[config.mk]
export PLATFORM = sky130hd
export DESIGN_NAME = qspim_fifo_wr_arb
export DESIGN_NICKNAME = d
export VERILOG_FILES = /design/src/rtl/qspim_fifo_wr_arb.sv
export SDC_FILE = /design/constraint.sdc
export NUM_CORES = 1
export LEC_CHECK = 0
export ABC_AREA = 0
export CORE_MARGIN = 5
export CORE_UTILIZATION = 24
export DETAILED_ROUTE_END_ITERATION = 8
export GPL_ROUTABILITY_DRIVEN = 0
export PLACE_DENSITY = 0.81
export SLEW_MARGIN = 0
export SYNTH_ARGS = -nofsm -noshare
export SYNTH_HDL_FRONTEND = slang
export SYNTH_SLANG_ARGS = --single-unit
export TNS_END_PERCENT = 1
[constraint.sdc]
create_clock -name clk -period 1.7 [get_ports clk]
set_input_delay 0.34 -clock clk [delete_from_list [all_inputs] [get_ports clk]]
set_output_delay 0.34 -clock clk [all_outputs]
set_load 0.1 [all_outputs]
[src/rtl/qspim_fifo_wr_arb.sv]
// Round-robin burst arbiter sharing the qspim sync FIFO write port between NREQ requesters.
// The winner owns the port for a whole burst; every beat is gated on the fast FIFO full.
//
// state | meaning
// ------+-------------------------------------------------------------
// IDLE  | no grant; arbitrate among pending requests from last+1 upward
// BURST | gnt one-hot; write beats until the down-counter reaches zero
module qspim_fifo_wr_arb #(
  parameter int W    = 32,
  parameter int NREQ = 2,
  parameter int BL_W = 4
) (
  input  logic                 clk,
  input  logic                 reset_n,
  input  logic                 flush,
  input  logic [NREQ-1:0]      req,
  input  logic [NREQ*BL_W-1:0] req_len,
  input  logic [NREQ-1:0]      req_vld,
  input  logic [NREQ*W-1:0]    req_data,
  output logic [NREQ-1:0]      req_ack,
  output logic [NREQ-1:0]      gnt,
  output logic                 fifo_wr_en,
  output logic [W-1:0]         fifo_wr_data,
  input  logic                 fifo_full,
  output logic                 busy,
  output logic                 abort_err
);

  localparam int IW = (NREQ > 2) ? 2 : 1;

  typedef enum logic {IDLE = 1'b0, BURST = 1'b1} state_t;

  state_t          state, state_nxt;
  logic [NREQ-1:0] gnt_nxt;
  logic [IW-1:0]   gidx, gidx_nxt;
  logic [IW-1:0]   last, last_nxt;
  logic [BL_W-1:0] cnt, cnt_nxt;
  logic            abort_nxt;

  logic            win_vld;
  logic [IW-1:0]   win_idx;
  logic [BL_W-1:0] win_len;
  logic            g_req, g_vld, beat;
  logic [W-1:0]    g_data;

  // Search downward so the candidate closest to last+1 is written last and wins.
  always_comb begin
    logic [IW-1:0] cand;
    cand    = '0;
    win_vld = 1'b0;
    win_idx = '0;
    win_len = '0;
    for (int k = NREQ; k >= 1; k--) begin
      cand = IW'((int'(last) + k) % NREQ);
      if (req[cand]) begin
        win_vld = 1'b1;
        win_idx = cand;
      end
    end
    for (int i = 0; i < NREQ; i++) begin
      if (win_idx == IW'(i)) win_len = req_len[i*BL_W +: BL_W];
    end
  end

  always_comb begin
    g_req  = |(req & gnt);
    g_vld  = |(req_vld & gnt);
    g_data = '0;
    for (int i = 0; i < NREQ; i++) begin
      if (gnt[i]) g_data = req_data[i*W +: W];
    end
  end

  assign beat = (state == BURST) & g_req & g_vld & ~fifo_full & ~flush & reset_n;

  always_ff @(posedge clk) begin
    if (!reset_n) begin
      state     <= IDLE;
      gnt       <= '0;
      gidx      <= '0;
      cnt       <= '0;
      last      <= IW'(NREQ - 1);
      abort_err <= 1'b0;
    end else begin
      state     <= state_nxt;
      gnt       <= gnt_nxt;
      gidx      <= gidx_nxt;
      cnt       <= cnt_nxt;
      last      <= last_nxt;
      abort_err <= abort_nxt;
    end
  end

  // flush wins over a request drop and over a last beat, and restores reset priority.
  always_comb begin
    state_nxt = state;
    gnt_nxt   = gnt;
    gidx_nxt  = gidx;
    cnt_nxt   = cnt;
    last_nxt  = last;
    abort_nxt = 1'b0;
    if (flush) begin
      state_nxt = IDLE;
      gnt_nxt   = '0;
      cnt_nxt   = '0;
      last_nxt  = IW'(NREQ - 1);
    end else begin
      case (state)
        IDLE: begin
          if (win_vld) begin
            state_nxt         = BURST;
            gnt_nxt           = '0;
            gnt_nxt[win_idx]  = 1'b1;
            gidx_nxt          = win_idx;
            cnt_nxt           = win_len;
          end
        end
        BURST: begin
          if (!g_req) begin
            state_nxt = IDLE;
            gnt_nxt   = '0;
            last_nxt  = gidx;
            abort_nxt = 1'b1;
          end else if (beat) begin
            if (cnt == '0) begin
              state_nxt = IDLE;
              gnt_nxt   = '0;
              last_nxt  = gidx;
            end else begin
              cnt_nxt = cnt - 1'b1;
            end
          end
        end
        default: state_nxt = IDLE;
      endcase
    end
  end

  always_comb begin
    busy         = (state == BURST);
    fifo_wr_en   = beat;
    req_ack      = beat ? gnt : '0;
    fifo_wr_data = g_data;
  end

endmodule
Word-level counts from Yosys, hierarchy flattened
Index checks and enable logic that the tools add are counted.

Bits in registers: 10. Bits of input ports: 80. Logic and storage cells: 75. ROM bits: 0. Latch bits: 0. RAM bits: 0. Memories kept: 0.

Reductions and logical operators: 10. $add $sub $neg: 3. $lt $le $gt $ge: 4. Multiplexer cells: 33. Equality and inequality tests: 8. Multipliers: 0. Bitwise operators: 11. Div/mod/pow operators: 0. Shift-type cells: 0.

Operator list (number): two-way mux 32 bit (2); two-way mux 4 bit (5); two-way mux 1 bit (17); two-way mux 2 bit (5); AND reduction 3 bit (3); != test 2 x 1 -> 1 bit, second input constant (4); one-hot mux 4 bit (2 select lines) (1); less-than comparator 1 x 2 -> 1 bit, second input constant (3); != test 3 x 2 -> 1 bit, second input constant (2); OR reduction 2 bit (3); bitwise AND 1 bit (5); bitwise AND 2 bit (2); logical NOT 4 bit (1); != test 2 bit, second input constant (2); NOT 1 bit (4); one-hot mux 2 bit (2 select lines) (1); AND reduction 4 bit (1); subtractor 4 x 1 -> 4 bit, second input constant (1); OR reduction 3 bit (1); adder 1 bit, second input constant (2); one-hot mux 1 bit (2 select lines) (1); demux 1 bit (select 1 bit) (1); greater-or-equal comparator 1 bit, second input constant (1); logical AND 1 bit (1).

Longest topological paths before layout
Word-level depth: 11. Mapped depth: 6.

Worst setup path after synthesis
Ideal clock, no wire load.

Path type: reg-to-output. Start: register gnt[1]. End: output req_ack[0]. Buffers on the path: 1. Arrival time: 3007 ps. Data required time: 1360 ps. Slack: -1647 ps. Cell stages (with the launch flop): 6. Path through: dfxtp_1 -> buf_4 -> a22o_4 -> nand4_4 -> inv_1 -> and2_1.

Word-level cells in the longest chain between the ends: 8. Elaborated cells on any way between the ends: 10. Classes of those cells: mux: 1; bitwise: 7; reduce/logical: 2.

Ends and longest elaborated chain: start: declaration (RTL line 21) `output logic [NREQ-1:0] gnt,`; start signal: assignment (RTL line 86) `gnt <= gnt_nxt;`; bitwise AND 2 bit (RTL line 66) `g_req = |(req & gnt);`; OR reduction 2 bit (RTL line 66); bitwise AND 1 bit (RTL line 74) `assign beat = (state == BURST) & g_req & g_vld & ~fifo_full & ~flush & reset_n;`; bitwise AND 1 bit (*) (4 in a row) (RTL line 74); via fifo_wr_en (RTL line 22) `output logic fifo_wr_en,`; two-way mux 2 bit (*) (RTL line 142) `req_ack = beat ? gnt : '0;`; end: declaration (RTL line 20) `output logic [NREQ-1:0] req_ack,`.

Mark *: on every way through the listed nets, which the timed path passes. The rest lies on a longest branch.

Final worst setup path
Start: register gnt[0]. End: output req_ack[0].

Word-level cells in the longest chain between the ends: 8. Elaborated cells on any way between the ends: 10. Classes of those cells: mux: 1; bitwise: 7; reduce/logical: 2.

Ends and longest elaborated chain (RTL line): bitwise AND 2 bit (66); OR reduction 2 bit (66); bitwise AND 1 bit (5 in a row) (74); two-way mux 2 bit (*) (142).

Mark *: on every way between the ends. The rest lies on a longest branch, timed or not.

==> results.tsv <==
metric	value	unit
status	finished with violations	
failing checks	negative setup slack	
Starting Density	0.250	
clock transition at the registers of the reported paths	50	ps
Synth top area share	0.278	
Ports	119	
Final min period	1750	ps
global-route wire length before repair	7290	µm
post-synthesis sequential area ratio	0.199	
Hold Vio Cnt, Final	0	
area of placed instances	2780	µm²
Seq cells post-synth	10	
total power	0.00143	W
die area	5590	µm²
mean post-synth cell area	8.46	µm²
# fillers	307	
Peak VDD IR	0.433	mV
CP required	1360	ps
vias per inst	4.97	
Bufs on Longest Clock Path	2	
Worst Tran Pin Value	390	ps
max_cap viols	0	
Clk network pwr share	0.179	
Max H-tree Level	1	
initial antenna violation count	0	
Cell Int Power	0.000835	W
cell with the most instances after synthesis	a22o_1	
First-pass DRT Iterations	4	
TritonCTS clock tree	yes	
Comb pwr share	0.636	
worst skew pair latency	240	ps
starting DRC count in detailed routing	48	
number of remaining DRC errors	0	
Core Box Area	4030	µm²
Routed WL per cell	17.2	µm
ratio of final minimum period to clock period	1.03	
synth top area cells	a22o_1, dfxtp_1, mux2i_1	
die width	74.8	µm
ys async rst share	0	
Syn. warnings	0	
Post-synth EDFFs	0	
switching power total	0.000596	W
hold bufs inserted after CTS	0	
Syn Std Cell Area	1010	µm²
Layout Skew	4.90	ps
Ant. Diodes	0	
nets@finish	332	
Syn Nets	200	
crit path DAT	1410	ps
grt total ovfl	0	
Vias	1491	
pwr/cell area	499	nW/µm²
WS Path Type	flop to output pin	
final setup margin	-50.4	ps
fin. max-slew vios	0	
number of CTS-inserted buffers	3	
Syn-to-layout area delta	185	%
gr usage total	0.171	
final wirelength	5170	µm
Slew Limit Headroom	0.738	
cell taking the most area after synthesis	a22o_1	
I/O Buffers	118	
maximum fanout along the worst path	5	
Clock Tree Root	clkbuf_8	
Worst setup SP type	flop	
post-DP HPWL	4430	µm
Netlist cell types	35	
Setup Viol. Count Final	12	
cells after synthesis	119	
sequential share of power	0.185	
antenna-violating nets left	0	
vias in the first global route	1442	
height of the die	74.8	µm
largest net degree at the start of global routing	33	
CTS Sinks	10	
layout cells sized above 1	0.452	
unrepaired setup endpoints after global routing	true	
placement row count	23	
CP endpoint kind	output pin	
max frequency	571	MHz
leakage power	1.18	nW
Min-Delay Path Class	flop to flop	
Sw Ratio	0.417	
Top FF cell, synth	dfxtp_1	
final instance area	2870	µm²
top cells by count, synth	a22o_1, clkbuf_1, dfxtp_1	
per-layer routing:
layer  vias up  track usage  wire, µm
met1       675        0.173      1890
met5         -            0         0
met3        10       0.0467       495
li1        732            -         -
met2        74        0.339      2680
met4         0       0.0455       102
final cells by class:
class,count,area (µm²),area share
repair buffers,139,1740,0.605
multi-input cells,94,798,0.278
flip-flops and latches,10,211,0.0737
well taps,50,62.6,0.0218
clock buffers,3,41.3,0.0144
inverters,3,15.0,0.00523
clock inverters,1,3.75,0.00131
through the flow:
step	util	hold slack, ps	cells	setup slack [ps]	setup TNS, ps
final	0.712	490	300	-50.4	-168
after global routing	0.712	520	300	-96.4	-1730
after CTS	0.713	491	300	-76.6	-626
after detailed placement	0.691	485	291	-334	-2580
after global placement	0.691	471	291	-293	-2270
after floorplan	-	456	119	-430	-11150
repair_timing:
action,in CTS,in global routing
pin swaps,3,2
setup buffers,5,0
setup endpoints to repair,39,37
resized for setup,12,2
kinds of logic after synthesis:
family                     after synthesis  share of synthesized area
AOI/OAI and AO/OA                       54                      0.450
and+or+nand+nor                         32                      0.202
buffers and inverters                   15                     0.0634
DFF                                     10                      0.199
muxes                                    7                     0.0733
adders and majority gates                1                     0.0124
cell usage in the layout (no fill, tap or decap), types with 3 or more instances in the layout:
| master | instances |
|---|---|
| buf_4 | 19 |
| nor2b_1 | 3 |
| nand2b_1 | 4 |
| buf_12 | 40 |
| dfxtp_4 | 3 |
| clkbuf_8 | 3 |
| nor2_1 | 4 |
| mux2_2 | 3 |
| o21ai_0 | 4 |
| clkdlybuf4s50_1 | 72 |
| mux2i_1 | 4 |
| dfxtp_1 | 7 |
| a22o_2 | 32 |
| dlygate4sd2_1 | 4 |
| a22oi_1 | 4 |
| nand2_1 | 7 |
sequential cells by signal (all words and copies together), names as in the netlist:
signal,flops
abort_err,1
cnt,4
gnt,2
busy,1
gidx,1
last,1
worst max-delay path, stage by stage, from the launching register on:
cell        delay, ps
dfxtp_4           360
a22o_4            260
nand4_4           120
clkinvlp_4        110
and2_4            150
buf_12            160
power by group through the flow:
| stage | Clock [W] | Sequential [W] | Combinational, W |
|---|---|---|---|
| final | 0.000257 | 0.000264 | 0.000910 |
| after global routing | 0.000275 | 0.000267 | 0.000943 |
| after CTS | 0.000268 | 0.000264 | 0.000916 |
| after detailed placement | 0 | 0.000271 | 0.000909 |
| after global placement | 0 | 0.000270 | 0.000897 |
| after floorplan | 0 | 0.000287 | 0.000445 |
worst paths after layout:
check	start	endpoint	slack (ps)	cells after the start
max	gnt[0]$_SDFFE_PP0P_	req_ack[0]	-50	5
min	cnt[1]$_SDFFE_PP0P_	cnt[1]$_SDFFE_PP0P_	490	2
max reg2reg	gnt[1]$_SDFFE_PP0P_	cnt[2]$_SDFFE_PP0P_	100	6
min reg2reg	cnt[1]$_SDFFE_PP0P_	cnt[1]$_SDFFE_PP0P_	490	2
No activity file was read; power rests on OpenSTA's default activity.
